--- src/rtl/disp_pkg.sv ---
// Shared definitions for the multiplexed 7-segment display scan controller family.
package disp_pkg;

    localparam int N_DIGITS = 4;
    localparam int IDX_W = $clog2(N_DIGITS);
    localparam logic [N_DIGITS-1:0] AN_OFF = 4'b1111;

    typedef enum logic {
        ST_BLANK = 1'b0,
        ST_SHOW  = 1'b1
    } scan_state_e;

    // Select nibble i (digit i) out of the packed hex word.
    function automatic logic [3:0] nibble_at(input logic [4*N_DIGITS-1:0] value,
                                             input logic [IDX_W-1:0] i);
        return value[{i, 2'b00} +: 4];
    endfunction

    // Active-low anode pattern lighting only digit i.
    function automatic logic [N_DIGITS-1:0] anode_for(input logic [IDX_W-1:0] i);
        return ~(4'b0001 << i);
    endfunction

endpackage

--- src/rtl/hex_lz_mask.sv ---
// Leading-zero mask for a packed hex word: bit i is set when digit i and every
// digit above it are zero. Digit 0 is never masked so a zero value still shows "0".
module hex_lz_mask #(
    parameter int N_DIG = 4
) (
    input  logic [4*N_DIG-1:0] value,
    output logic [N_DIG-1:0]   mask
);

    logic run_zero;

    // Walk from the most significant digit down, tracking "all zero so far".
    always_comb begin
        // NOTE: every combinational output gets a default first so no latch is inferred,
        // and blocking assignments are used so run_zero updates within the loop.
        mask     = '0;
        run_zero = 1'b1;
        for (int i = N_DIG - 1; i >= 0; i--) begin
            run_zero = run_zero & (value[i*4 +: 4] == 4'h0);
            mask[i]  = run_zero;
        end
        mask[0] = 1'b0;
    end

endmodule

--- src/rtl/disp_scan_ctrl.sv ---
// Scan controller feeding an MC14495 decoder and four active-low digit anodes.
// Each digit slot is an all-off gap followed by a lit dwell; inputs are
// snapshotted when digit 0 is entered so a frame never tears.
module disp_scan_ctrl
    import disp_pkg::*;
#(
    parameter int DWELL_CYCLES = 100000,
    parameter int BLANK_CYCLES = 16
) (
    input  logic        clk,
    input  logic        rst_n,
    input  logic        en,
    input  logic [15:0] hex_in,
    input  logic [3:0]  point_in,
    input  logic [3:0]  le_in,
    input  logic        lz_sup,
    output logic [3:0]  AN,
    output logic [3:0]  Hex,
    output logic        point,
    output logic        LE,
    output logic        frame_done
);

    localparam int MAX_CYC = (DWELL_CYCLES > BLANK_CYCLES) ? DWELL_CYCLES : BLANK_CYCLES;
    localparam int CNT_W = $clog2(MAX_CYC + 1);
    localparam logic [CNT_W-1:0] DWELL_LAST = CNT_W'(DWELL_CYCLES - 1);
    localparam logic [CNT_W-1:0] BLANK_LAST = CNT_W'(BLANK_CYCLES - 1);
    localparam logic [IDX_W-1:0] IDX_LAST = IDX_W'(N_DIGITS - 1);

    scan_state_e        state;
    logic [IDX_W-1:0]   idx;
    logic [CNT_W-1:0]   cnt;

    logic [15:0]        snap_hex;
    logic [3:0]         snap_pt;
    logic [3:0]         snap_le;
    logic [3:0]         snap_mask;

    logic [3:0]         raw_mask;
    logic [3:0]         live_mask;
    logic [3:0]         entry_hex;
    logic               entry_pt;
    logic               entry_le;

    // Mask is evaluated on the live inputs and captured with the snapshot.
    hex_lz_mask #(
        .N_DIG (N_DIGITS)
    ) u_lz_mask (
        .value (hex_in),
        .mask  (raw_mask)
    );

    // Suppression disabled means no digit is ever masked.
    always_comb begin
        live_mask = lz_sup ? raw_mask : '0;
    end

    // Values driven when entering SHOW(idx); digit 0 bypasses the snapshot
    // because the snapshot is being taken on that very edge.
    always_comb begin
        entry_hex = nibble_at(snap_hex, idx);
        entry_pt  = snap_pt[idx];
        entry_le  = snap_le[idx] | snap_mask[idx];
        if (idx == '0) begin
            entry_hex = hex_in[3:0];
            entry_pt  = point_in[0];
            entry_le  = le_in[0] | live_mask[0];
        end
    end

    // Scan FSM with registered decoder/anode outputs and per-frame snapshot.
    always_ff @(posedge clk or negedge rst_n) begin
        if (!rst_n) begin
            // NOTE: non-blocking assignments keep every register sampling pre-edge values.
            state      <= ST_BLANK;
            idx        <= '0;
            cnt        <= '0;
            AN         <= AN_OFF;
            Hex        <= 4'h0;
            point      <= 1'b0;
            LE         <= 1'b1;
            frame_done <= 1'b0;
            // NOTE: the snapshot registers are reset too, so a frame shown right
            // after reset never depends on uninitialised storage.
            snap_hex   <= '0;
            snap_pt    <= '0;
            snap_le    <= '0;
            snap_mask  <= '0;
        end else if (!en) begin
            state      <= ST_BLANK;
            idx        <= '0;
            cnt        <= '0;
            AN         <= AN_OFF;
            LE         <= 1'b1;
            frame_done <= 1'b0;
        end else begin
            frame_done <= 1'b0;
            case (state)
                ST_BLANK: begin
                    if (cnt == BLANK_LAST) begin
                        state <= ST_SHOW;
                        cnt   <= '0;
                        AN    <= anode_for(idx);
                        Hex   <= entry_hex;
                        point <= entry_pt;
                        LE    <= entry_le;
                        if (idx == '0) begin
                            snap_hex  <= hex_in;
                            snap_pt   <= point_in;
                            snap_le   <= le_in;
                            snap_mask <= live_mask;
                        end
                    end else begin
                        cnt <= cnt + 1'b1;
                    end
                end
                ST_SHOW: begin
                    if (cnt == DWELL_LAST) begin
                        state <= ST_BLANK;
                        cnt   <= '0;
                        idx   <= idx + 1'b1;
                        AN    <= AN_OFF;
                        LE    <= 1'b1;
                        if (idx == IDX_LAST) begin
                            frame_done <= 1'b1;
                        end
                    end else begin
                        cnt <= cnt + 1'b1;
                    end
                end
                default: begin
                    state <= ST_BLANK;
                    cnt   <= '0;
                end
            endcase
        end
    end

endmodule

--- config.mk ---
export PLATFORM = sky130hd
export DESIGN_NAME = disp_scan_ctrl
export DESIGN_NICKNAME = d
export VERILOG_FILES = /design/src/rtl/disp_pkg.sv /design/src/rtl/hex_lz_mask.sv /design/src/rtl/disp_scan_ctrl.sv
export SDC_FILE = /design/constraint.sdc
export NUM_CORES = 1
export LEC_CHECK = 0
export CORE_MARGIN = 3
export CORE_UTILIZATION = 53
export DETAILED_ROUTE_END_ITERATION = 8
export MAX_ROUTING_LAYER = met4
export PLACE_DENSITY = 0.8
export SLEW_MARGIN = 20
export SYNTH_ARGS = -nofsm -noshare
export SYNTH_HDL_FRONTEND = slang
export SYNTH_SLANG_ARGS = --single-unit
export TNS_END_PERCENT = 50
--- constraint.sdc ---
create_clock -name clk -period 3.7 [get_ports clk]
set_clock_uncertainty 0.15 [all_clocks]
set_input_delay 0.74 -clock clk [delete_from_list [all_inputs] [get_ports clk]]
set_output_delay 0.74 -clock clk [all_outputs]
set_load 0.05 [all_outputs]
==> results.txt, run 1 <==
----------------------------------------------------
[Synthesis]
  Number of synthesized flops with an enable pin ... 0
  Sequential fraction of the synthesis area ... 0.5257
  Synth Register Bits ... between 50 and 60
  Post-synthesis instance area ... 2773 sq um
  Mapped Avg Cell Area ... around 13 sq um
  Count of different cell masters after synthesis ... 37
  Most used flip-flop cell after synthesis ... sky130_fd_sc_hd__dfrtp_1
  Gate count of the mapped netlist ... 219
  Syn. warnings ... 0
  Fraction of registers with async set or reset after synthesis ... 1.000
  Syn_nets ... 252

[Power]
  Part of the total power dissipated in the clock network ... 0.446
  Power, Total ... between 1 and 1.5 mW
  Maximum VDD drop ... 219.4 uV
  Internal Power ... between 0.9 and 1 mW
  Areal power density over the cells ... 378.5 nW/um^2
  Register share of total power ... 0.506
  Switching share of power ... 0.2150
  Static leakage ... approximately 1.5 nW
  Net Switching ... ~0.27 mW
  Relative contribution of combinational cells to total power ... 0.048

[Cells and area]
  Area Overhead vs Synth ... 20.67%
  Proportion of layout cells with a drive suffix above 1 ... 0.2462
  Final Instance Area ... 3346 sq um
  Number of cells in the finished layout apart from fillers ... 331
  Final net count ... 293
  Antenna diode count ... 0

[Drt]
  Number of optimization iterations in the first detailed-route pass ... 4
  Via count normalized by instance count ... 5.471
  Aggregate routed wire length ... 5310 um
  Post-DRT Antenna Nets ... 0
  Post-route DRC ... 0
  Total number of vias ... 1811
  Detailed-route wire length per cell ... 16.04 um
  DR iter-0 viols ... 92

[Setup path]
  CP required ... 2.81 ns
  Critical path startpoint category ... flop
  Cell Chain, Critical Path ... clkdlybuf4s50_1
  Kind of cell with the highest combined delay on the critical path ... buffers and inverters
  Slowest Stage Delay on Critical Path ... 0.79 ns
  Total buffers and inverters traversed by the critical path ... 1
  Endpoint arrival time on the critical path ... 1.65 ns
  Largest fanout on the critical path ... 2
  Critical path class ... flop to output pin
  Crit end category ... output pin
  Critical path's slowest cell ... sky130_fd_sc_hd__clkdlybuf4s50_1

[CTS]
  Max clock buf depth ... 2
  Clock latency of the later-clocked register in the worst-skew pair ... 0.33 ns
  Cts bufs inserted ... 9
  Number of buffers inserted by post-CTS setup repair ... 0
  CTS Hold Buffers Added ... 0
  Number of clock sinks ... 58
  Clk root buf ... sky130_fd_sc_hd__clkbuf_8
  Worst-path clk slew ... 0.06 ns
  Depth of the CTS H-tree ... 3
  Clock tree from TritonCTS ... yes
  Total of cells resized after clock tree synthesis ... 0

[STA]
  Worst-case headroom to the max-slew limit ... 0.5477
  Tmin final ... 2.542 ns
  Setup violations, final ... 0
  Setup_tns ... 0 ns
  Share of the clock period used by the worst path ... 0.6869
  Slew of the pin with the lowest slew margin ... a little under 0.7 ns
  Max Fclk ... 0.3935 GHz
  Final-report max-slew violation count ... 0
  Count of final hold-check violations ... 0
  Setup repair after global routing missed its margin ... no
  Worst hold slack ... 0.2630 ns

[Placement]
  Instance area at placement ... 3161 sq um
  Final GP Congestion ... 0.7380
  Dpl cells ... 316
  Number of port buffers ... 38
  Final HPWL from detailed placement ... approximately 3600 um

[Floorplan]
  X dimension of the die ... about 78 um
  Area of the die ... 6136 sq um
  Core Region ... ~4900 sq um
  Initial standard-cell utilization of the core ... 0.5682
  Placement Rows ... 25
  Height of the die ... 78.33 um
  Top-level port count ... 39

[Flow run]
  Count of max-cap constraint violations ... 0

[Global route]
  Antenna violations before repair ... 0
  Global-route wire length before repair ... 9080 um
  Maximum number of pins on one net before global-route repair ... 30
  Vias in the first global route ... 1866
  Overall overflow remaining after global route ... 0
  Total routing resource utilization after global routing ... 0.1989

[Hold path]
  Hold Crit Class ... primary input to async pin

[Run status]
  Result of the run ... finished clean

----------------------------------------------------
## power by group through the flow
stage	clock network, mW	logic [mW]	registers [mW]
after global routing	0.606	0.0677	0.640
after global placement	0	0.0604	0.652
after CTS	0.570	0.0619	0.641
after floorplan	0	0.0142	0.652
after detailed placement	0	0.0612	0.652
final	0.565	0.0606	0.640
## per-layer routing
layer	GRT usage	up-vias	wire length [um]
met4	0.1031	0	90
met2	0.2920	42	2506
li1	-	859	-
met3	0.04128	10	220
met5	-	-	0
met1	0.2626	900	2493
## final timing paths
path	start	to	slack, ns	cells after the start
worst max-delay path	AN[0]$_DFFE_PN1P_	AN[0]	1.16	1
worst min-delay path	rst_n	cnt[10]$_DFF_PN0_	0.26	1
worst max register to register	idx[0]$_DFFE_PN0P_	snap_le[1]$_DFFE_PN0P_	1.21	4
worst min register to register	cnt[0]$_DFF_PN0_	cnt[0]$_DFF_PN0_	0.33	1
max in group asynchronous	rst_n	cnt[6]$_DFF_PN0_	2.43	2
min in group clk	cnt[0]$_DFF_PN0_	cnt[0]$_DFF_PN0_	0.33	1
## stage by stage
stage,setup WS (ns),util
2_1_floorplan,1.414,-
3_3_place_gp,1.037,0.6477
3_5_place_dp,1.015,0.6477
4_1_cts,1.141,0.6856
5_1_grt,1.068,0.6856
6_report,1.158,0.6856
## kinds of logic after synthesis
kind of cell,count (synthesis),share of synthesized area
AND/OR/NAND/NOR,71,0.1349
XOR/XNOR,16,0.05054
flip-flops,58,0.5257
AO/OA/AOI/OAI,13,0.03384
buffers and inverters,15,0.03791
multiplexers,41,0.1945
adder cells (fa/ha/maj),5,0.02256
## final cells by class
| class | instances | area, sq um |
|---|---|---|
| clock inverter | 3 | 40.04 |
| clock buffer | 12 | 145.1 |
| tap | 67 | 83.83 |
| fill | 378 | 1534 |
| sequential | 58 | 1458 |
| timing repair buffer | 40 | 390.4 |
| multi-input combinational | 146 | 1210 |
| inverter | 5 | 18.77 |
## state kept, by name (all words and copies together) (netlist names)
name        cells
snap_pt         4
Hex             4
snap_mask       3
LE              1
frame_done      1
idx             2
AN              4
snap_le         4
state           1
point           1
snap_hex       16
cnt            17
## cell usage in the layout (no fill, tap or decap), types with 3 or more instances in the layout
| master | Yosys | final |
|---|---|---|
| sky130_fd_sc_hd__o2bb2ai_1 | 4 | 4 |
| sky130_fd_sc_hd__nand4_1 | 5 | 5 |
| sky130_fd_sc_hd__inv_1 | 5 | 5 |
| sky130_fd_sc_hd__dfstp_2 | 5 | 5 |
| sky130_fd_sc_hd__xnor2_1 | 7 | 7 |
| sky130_fd_sc_hd__xor2_1 | 9 | 9 |
| sky130_fd_sc_hd__clkbuf_8 | 0 | 10 |
| sky130_fd_sc_hd__mux2_2 | 29 | 29 |
| sky130_fd_sc_hd__nor3_1 | 3 | 3 |
| sky130_fd_sc_hd__and3_1 | 4 | 4 |
| sky130_fd_sc_hd__nor4_1 | 4 | 4 |
| sky130_fd_sc_hd__dfrtp_1 | 53 | 53 |
| sky130_fd_sc_hd__mux4_2 | 5 | 5 |
| sky130_fd_sc_hd__clkdlybuf4s50_1 | 0 | 37 |
| sky130_fd_sc_hd__nand2_1 | 11 | 11 |
| sky130_fd_sc_hd__nor2_1 | 25 | 25 |
| sky130_fd_sc_hd__nand3_1 | 7 | 7 |
| sky130_fd_sc_hd__o21ai_0 | 3 | 3 |
| sky130_fd_sc_hd__and4_1 | 3 | 3 |
| sky130_fd_sc_hd__ha_1 | 5 | 5 |
| sky130_fd_sc_hd__mux2_4 | 6 | 6 |
## cells in the mapped netlist (2+ instances only)
| master | count | area share |
|---|---|---|
| sky130_fd_sc_hd__dfrtp_1 | 53 | 0.48 |
| sky130_fd_sc_hd__mux2_2 | 29 | 0.12 |
| sky130_fd_sc_hd__nor2_1 | 25 | 0.034 |
| sky130_fd_sc_hd__nand2_1 | 11 | 0.015 |
| sky130_fd_sc_hd__xor2_1 | 9 | 0.028 |
| sky130_fd_sc_hd__nand3_1 | 7 | 0.013 |
| sky130_fd_sc_hd__xnor2_1 | 7 | 0.022 |
| sky130_fd_sc_hd__mux2_4 | 6 | 0.032 |
| sky130_fd_sc_hd__dfstp_2 | 5 | 0.047 |
| sky130_fd_sc_hd__ha_1 | 5 | 0.023 |
| sky130_fd_sc_hd__inv_1 | 5 | 0.0068 |
| sky130_fd_sc_hd__mux4_2 | 5 | 0.041 |
| sky130_fd_sc_hd__nand4_1 | 5 | 0.011 |
| sky130_fd_sc_hd__and3_1 | 4 | 0.0090 |
| sky130_fd_sc_hd__buf_4 | 4 | 0.011 |
| sky130_fd_sc_hd__nor4_1 | 4 | 0.0090 |
| sky130_fd_sc_hd__o2bb2ai_1 | 4 | 0.013 |
| sky130_fd_sc_hd__and4_1 | 3 | 0.0095 |
| sky130_fd_sc_hd__clkbuf_1 | 3 | 0.0041 |
| sky130_fd_sc_hd__nor3_1 | 3 | 0.0054 |
| sky130_fd_sc_hd__o21ai_0 | 3 | 0.0054 |
| sky130_fd_sc_hd__a21oi_1 | 2 | 0.0036 |
| sky130_fd_sc_hd__and2_1 | 2 | 0.0045 |
| sky130_fd_sc_hd__buf_12 | 2 | 0.014 |
No activity file was read; power rests on OpenSTA's default activity.
==> inputs of run 2 (changes only) <==
--- a/config.mk
+++ b/config.mk
@@ -6,10 +6,10 @@
 export NUM_CORES = 1
 export LEC_CHECK = 0
 export CORE_MARGIN = 3
-export CORE_UTILIZATION = 53
+export CORE_UTILIZATION = 49
 export DETAILED_ROUTE_END_ITERATION = 8
 export MAX_ROUTING_LAYER = met4
-export PLACE_DENSITY = 0.8
+export PLACE_DENSITY = 0.78
 export SLEW_MARGIN = 20
 export SYNTH_ARGS = -nofsm -noshare
 export SYNTH_HDL_FRONTEND = slang
==> constraint.sdc (replaced) <==
create_clock -name clk -period 2.1 [get_ports clk]
set_clock_uncertainty 0.15 [all_clocks]
set_input_delay 0.42 -clock clk [delete_from_list [all_inputs] [get_ports clk]]
set_output_delay 0.42 -clock clk [all_outputs]
set_load 0.05 [all_outputs]
==> run 2 against run 1 <==
The flow now finishes with violations (negative setup slack). Worst hold slack gained 0.064 ns. First-iteration DRC count decreased by 17%. Sequential power grew 77%. Sequential share of layout area fell by 4.1 points. Critical path depth increased by 4. Non-clock buffer count rose by 26. Die area is 7.5% higher. Clock power is 72% higher. Critical endpoint is now snap_pt[1]$_DFFE_PN0P_. Largest power group unchanged.
==> results.txt, run 2 (synthesis gave the netlist of run 1 again) <==
----------------------------------------------------
[Run status]
  Result of the run ... complete, but fails checks
  Violated checks ... negative setup slack

[Global route]
  Overall overflow remaining after global route ... 0 (unchanged)
  Antenna violations before repair ... 0 (unchanged)
  Vias in the first global route ... 1970 (+5.6%)
  Maximum number of pins on one net before global-route repair ... 59 (+97%)
  Total routing resource utilization after global routing ... 0.1958 (-0.003120)
  Global-route wire length before repair ... 9487 um (+4.5%)

[Floorplan]
  Core Region ... 5303 sq um (+8.7%)
  X dimension of the die ... 81.22 um (+3.7%)
  Placement Rows ... 26 (+4.0%)
  Area of the die ... 6597 sq um (+7.5%)
  Height of the die ... 81.22 um (+3.7%)
  Initial standard-cell utilization of the core ... 0.5229 (-0.04532)
  Top-level port count ... 39 (unchanged)

[CTS]
  Worst-path clk slew ... 0.06 ns (about the same)
  Clock tree from TritonCTS ... yes
  Number of clock sinks ... 58 (unchanged)
  Max clock buf depth ... 2 (unchanged)
  Clock latency of the later-clocked register in the worst-skew pair ... 0.33 ns (about the same)
  Clk root buf ... sky130_fd_sc_hd__clkbuf_8
  Cts bufs inserted ... 9 (unchanged)
  Depth of the CTS H-tree ... 3 (unchanged)

[Cells and area]
  Proportion of layout cells with a drive suffix above 1 ... 0.3471 (+0.1009)
  Total of fill cells in the finished design ... 375 (-0.79%)
  Most flops, register ... cnt
  Leading cell type in the layout, fill and taps excluded ... sky130_fd_sc_hd__dfrtp_1
  Post-layout utilization of the core ... 0.6966 (+0.01091)
  Area Overhead vs Synth ... 33.21%
  Largest registers ... cnt x17, snap_hex x16
  Antenna diode count ... 0 (unchanged)
  Number of cells in the finished layout apart from fillers ... 361 (+9.1%)
  Final net count ... 319 (+8.9%)
  Commonest cells after routing, fill and taps aside ... 53 x sky130_fd_sc_hd__dfrtp_1, 28 x sky130_fd_sc_hd__clkdlybuf4s50_1, 27 x sky130_fd_sc_hd__buf_4
  Max FFs per register ... 17 (unchanged)

[Placement]
  Worst setup slack before clock tree synthesis ... -0.07393 ns (-1.089 ns)
  Number of port buffers ... 38 (unchanged)
  Final GP Congestion ... 0.8529 (+16%)
  Dpl cells ... 340 (+7.6%)
  Final HPWL from detailed placement ... 3801 um (+4.8%)

[STA]
  Max Fclk ... around 0.46 GHz
  Final-report max-slew violation count ... 0 (unchanged)
  Worst hold slack ... 0.3269 ns (+0.06387 ns)
  Count of final hold-check violations ... 0 (unchanged)
  Share of the clock period used by the worst path ... 1.044
  Worst path setup slack after routing ... -0.09215 ns (-1.251 ns)
  Setup violations, final ... 26 (+26)
  Setup repair after global routing missed its margin ... yes
  Slew of the pin with the lowest slew margin ... 0.6215 ns (-0.05694 ns)
  Worst-case headroom to the max-slew limit ... 0.5819 (+0.03414)
  Tmin final ... ~2.2 ns

[Setup path]
  Cell Chain, Critical Path ... or4_4 > nor4_4 > and4_4 > clkbuf_16 > mux2_4
  Endpoint arrival time on the critical path ... 2.25 ns (+0.60 ns)
  Crit end category ... flop
  Largest fanout on the critical path ... 8 (+6)
  Slowest Stage Delay on Critical Path ... 0.56 ns (-0.23 ns)
  Critical path startpoint category ... flop
  CP required ... 2.16 ns (-0.65 ns)
  Critical path class ... flop to flop
  Critical path's slowest cell ... sky130_fd_sc_hd__or4_4

[Drt]
  Via count normalized by instance count ... 5.271 (-3.7%)
  Number of optimization iterations in the first detailed-route pass ... 4 (unchanged)
  Aggregate routed wire length ... 5841 um (+10%)
  Post-DRT Antenna Nets ... 0 (unchanged)
  Detailed-route wire length per cell ... 16.18 um (+0.86%)
  Total number of vias ... 1903 (+5.1%)
  Post-route DRC ... 0 (unchanged)
  DR iter-0 viols ... 76 (-17%)

[Flow run]
  Count of max-cap constraint violations ... 0 (unchanged)

[Power]
  Maximum VDD drop ... 362.9 uV (+65%)
  Static leakage ... 1.746 nW (+16%)
  Areal power density over the cells ... 601.9 nW/um^2 (+59%)

[Hold path]
  Hold Crit Class ... flop to flop

----------------------------------------------------
## run 2: what timing repair did
action | in CTS | in global routing
cloned | 0 | 2
resized for setup | 11 | 20
hold buffers | 1 | 0
setup endpoints to repair | 30 | 53
pin swaps | 1 | 2
setup buffers | 0 | 2
hold endpoints to repair | 53 | 0
## run 2: critical path: cells and delay by family, from the launching register on
| kind | cells | cell delay (ns) |
|---|---|---|
| multiplexers | 1 | 0.30 |
| flip-flops | 1 | 0.39 |
| AND/OR/NAND/NOR | 3 | 1.05 |
| buffers and inverters | 1 | 0.18 |
## run 2: cell type report
class	instances	area (sq um)	area share
Clock buffer	10	127.6	0.03455
Sequential cell	58	1458	0.3946
Multi-Input combinational cell	146	1301	0.3523
Timing Repair Buffer	66	643.1	0.1741
Clock inverter	6	57.56	0.01558
Inverter	5	18.77	0.005081
Tap cell	70	87.58	0.02371
## run 2: routing by layer
metal  share of wire  global-route usage
met1            0.49              0.2647
met2            0.46              0.2882
met3           0.035             0.04656
met4          0.0068             0.07095
met5               0                   -
## run 2: final timing paths
path	to	depth (start not counted)	from	slack, ns
worst max-delay path	snap_pt[1]$_DFFE_PN0P_	5	cnt[9]$_DFF_PN0_	-0.09
worst min-delay path	cnt[0]$_DFF_PN0_	1	cnt[0]$_DFF_PN0_	0.33
worst max register to register	snap_pt[1]$_DFFE_PN0P_	5	cnt[9]$_DFF_PN0_	-0.09
worst min register to register	cnt[0]$_DFF_PN0_	1	cnt[0]$_DFF_PN0_	0.33
max in group asynchronous	AN[3]$_DFFE_PN1P_	3	rst_n	1.03
min in group asynchronous	cnt[12]$_DFF_PN0_	3	rst_n	0.47
## run 2: per-stage QoR
step	instance area, sq um	TNS (ns)	power [mW]
finish	3694	-1.890	2.223
global route	3694	-4.391	2.312
CTS	3581	-1.588	2.240
detailed placement	3344	-1.031	1.264
global placement	3344	-0.3091	1.263
floorplan	2775	-0.9502	1.173
## run 2: where the power goes
part,internal [mW],total (mW),switching [mW],leakage [nW]
clock,0.539,0.972,0.433,0.0958
combinational,0.0682,0.123,0.0546,0.869
sequential,1.12,1.13,0.00475,0.780
==> inputs of run 3 (changes only) <==
--- a/config.mk
+++ b/config.mk
@@ -10,6 +10,7 @@
 export DETAILED_ROUTE_END_ITERATION = 8
 export MAX_ROUTING_LAYER = met4
 export PLACE_DENSITY = 0.78
+export RECOVER_POWER = 50
 export SLEW_MARGIN = 20
 export SYNTH_ARGS = -nofsm -noshare
 export SYNTH_HDL_FRONTEND = slang
==> run 3 against run 2 <==
The flow still finishes with violations (negative setup slack). Critical path depth unchanged. Die area unchanged. Sequential share of layout area increased by 0.13 points. Global-route usage unchanged. First-iteration DRC count unchanged. Core utilization decreased by 0.24 points. Non-clock buffer count unchanged. Combinational power decreased by 3%. Worst setup slack about the same. Routed wire length decreased by 0.51%. Flip-flop and latch count unchanged.
==> results.txt, run 3 (synthesis gave the netlist of run 1 again) <==
----------------------------------------------------
[Cells and area]
  Largest registers ... cnt x17, snap_hex x16
  Total of fill cells in the finished design ... 377 (+0.53%)
  Proportion of layout cells with a drive suffix above 1 ... 0.3471 (unchanged)
  Most flops, register ... cnt
  Commonest cells after routing, fill and taps aside ... 53 x sky130_fd_sc_hd__dfrtp_1, 28 x sky130_fd_sc_hd__clkdlybuf4s50_1, 27 x sky130_fd_sc_hd__buf_4
  Area Overhead vs Synth ... 32.76%
  Antenna diode count ... 0 (unchanged)
  Leading cell type in the layout, fill and taps excluded ... sky130_fd_sc_hd__dfrtp_1
  Final Instance Area ... 3681 sq um (-0.34%)
  Max FFs per register ... 17 (unchanged)
  Final net count ... 319 (unchanged)
  Number of cells in the finished layout apart from fillers ... 361 (unchanged)

[CTS]
  Number of clock sinks ... 58 (unchanged)
  Clock latency of the later-clocked register in the worst-skew pair ... 0.33 ns (about the same)
  Worst-path clk slew ... 0.06 ns (about the same)
  Clk root buf ... sky130_fd_sc_hd__clkbuf_8
  Cts bufs inserted ... 9 (unchanged)
  Max clock buf depth ... 2 (unchanged)
  Depth of the CTS H-tree ... 3 (unchanged)
  Clock tree from TritonCTS ... yes

[Global route]
  Maximum number of pins on one net before global-route repair ... 59 (unchanged)
  Vias in the first global route ... 1970 (unchanged)
  Antenna violations before repair ... 0 (unchanged)
  Overall overflow remaining after global route ... 0 (unchanged)
  Total routing resource utilization after global routing ... 0.1958 (unchanged)
  Global-route wire length before repair ... 9487 um (unchanged)

[Floorplan]
  Initial standard-cell utilization of the core ... 0.5229 (unchanged)
  Core Region ... 5303 sq um (unchanged)
  Area of the die ... 6597 sq um (unchanged)
  Placement Rows ... 26 (unchanged)
  Height of the die ... 81.22 um (unchanged)
  X dimension of the die ... 81.22 um (unchanged)
  Top-level port count ... 39 (unchanged)

[STA]
  Final-report max-slew violation count ... 0 (unchanged)
  Tmin final ... 2.192 ns (-0.0003000 ns)
  Share of the clock period used by the worst path ... 1.044 (about the same)
  Setup repair after global routing missed its margin ... yes
  Setup_tns ... -1.879 ns (+0.01049 ns)
  Setup violations, final ... 26 (unchanged)
  Worst-case headroom to the max-slew limit ... 0.4810 (-0.1009)
  Worst path setup slack after routing ... -0.09185 ns (+0.0003000 ns)
  Slew of the pin with the lowest slew margin ... 0.7785 ns (+0.1570 ns)
  Count of final hold-check violations ... 0 (unchanged)
  Max Fclk ... 0.4562 GHz (about the same)

[Drt]
  Total number of vias ... 1918 (+0.79%)
  DR iter-0 viols ... 76 (unchanged)
  Detailed-route wire length per cell ... 16.10 um (-0.51%)
  Number of optimization iterations in the first detailed-route pass ... 4 (unchanged)
  Post-route DRC ... 0 (unchanged)
  Post-DRT Antenna Nets ... 0 (unchanged)
  Via count normalized by instance count ... 5.313 (+0.79%)
  Aggregate routed wire length ... 5811 um (-0.51%)

[Power]
  Maximum VDD drop ... 363.2 uV (about the same)
  Areal power density over the cells ... 603.3 nW/um^2 (+0.22%)
  Static leakage ... 1.741 nW (-0.27%)

[Run status]
  Result of the run ... complete, but fails checks
  Violated checks ... negative setup slack

[Setup path]
  Largest fanout on the critical path ... 8 (unchanged)
  Endpoint arrival time on the critical path ... 2.25 ns (about the same)
  Critical path startpoint category ... flop
  Crit end category ... flop
  R2r setup slk ... -0.09 ns (about the same)
  Critical path class ... flop to flop
  CP required ... 2.16 ns (about the same)

[Placement]
  Dpl cells ... 340 (unchanged)
  Final GP Congestion ... 0.8529 (unchanged)
  Number of port buffers ... 38 (unchanged)
  Instance area at placement ... 3344 sq um (unchanged)
  Final HPWL from detailed placement ... 3801 um (unchanged)

[Hold path]
  Hold Crit Class ... flop to flop

[Flow run]
  Count of max-cap constraint violations ... 0 (unchanged)

----------------------------------------------------
-- run 3: cell count changes in the layout (fill, tap and decap cells not counted), sizes merged --
cell	delta
buf	-1
clkbuf	+1
-- run 3: layout make-up --
| class | instances | area [sq um] | share of cell area |
|---|---|---|---|
| clock inverters | 6 | 57.56 | 0.01564 |
| multi-input cells | 146 | 1301 | 0.3535 |
| flip-flops and latches | 58 | 1458 | 0.3960 |
| well taps | 70 | 87.58 | 0.02379 |
| inverters | 5 | 18.77 | 0.005099 |
| clock buffers | 10 | 127.6 | 0.03467 |
| repair buffers | 66 | 630.6 | 0.1713 |
-- run 3: final timing paths --
path,depth (start not counted),startpoint,endpoint
max reg2reg,5,cnt[9]$_DFF_PN0_,snap_pt[1]$_DFFE_PN0P_
max in group asynchronous,3,rst_n,snap_le[3]$_DFFE_PN0P_
min reg2reg,1,cnt[0]$_DFF_PN0_,cnt[0]$_DFF_PN0_
min in group asynchronous,3,rst_n,cnt[9]$_DFF_PN0_
max,5,cnt[9]$_DFF_PN0_,snap_pt[1]$_DFFE_PN0P_
min,1,cnt[0]$_DFF_PN0_,cnt[0]$_DFF_PN0_
-- run 3: metrics by stage --
stage / worst slack, ns / total power [mW] / utilization / hold slack (ns)
global route: -0.1741 / 2.309 / 0.6942 / 0.3672
detailed placement: -0.07393 / 1.264 / 0.6307 / 0.2967
global placement: -0.02820 / 1.263 / 0.6307 / 0.2947
floorplan: -0.08228 / 1.173 / - / -0.02559
CTS: -0.09364 / 2.240 / 0.6753 / 0.3301
finish: -0.09185 / 2.221 / 0.6942 / 0.3270
-- run 3: timing repair --
item / in CTS / in global routing
endpoints found under the hold margin: 53 / 0
resized for setup: 11 / 20
hold buffers: 1 / 0
setup endpoints to repair: 30 / 53
cloned: 0 / 2
setup buffers: 0 / 2
pin swaps: 1 / 2
-- run 3: power breakdown --
group | switching [mW] | total (mW) | internal (mW)
combinational | 0.0538 | 0.119 | 0.0653
sequential | 0.00474 | 1.13 | 1.12
clock | 0.434 | 0.974 | 0.539
total | 0.493 | 2.22 | 1.73
-- run 3: metal layers --
metal,GRT usage,routed length [um]
met5,-,0
met4,0.07095,48
met3,0.04656,222
met2,0.2882,2690
met1,0.2647,2849
-- run 3: worst max-delay path: stages, from the launching register on --
cell	delay [ns]
sky130_fd_sc_hd__dfrtp_1	0.39
sky130_fd_sc_hd__or4_4	0.56
sky130_fd_sc_hd__nor4_4	0.17
sky130_fd_sc_hd__and4_4	0.32
sky130_fd_sc_hd__clkbuf_16	0.18
sky130_fd_sc_hd__mux2_4	0.30
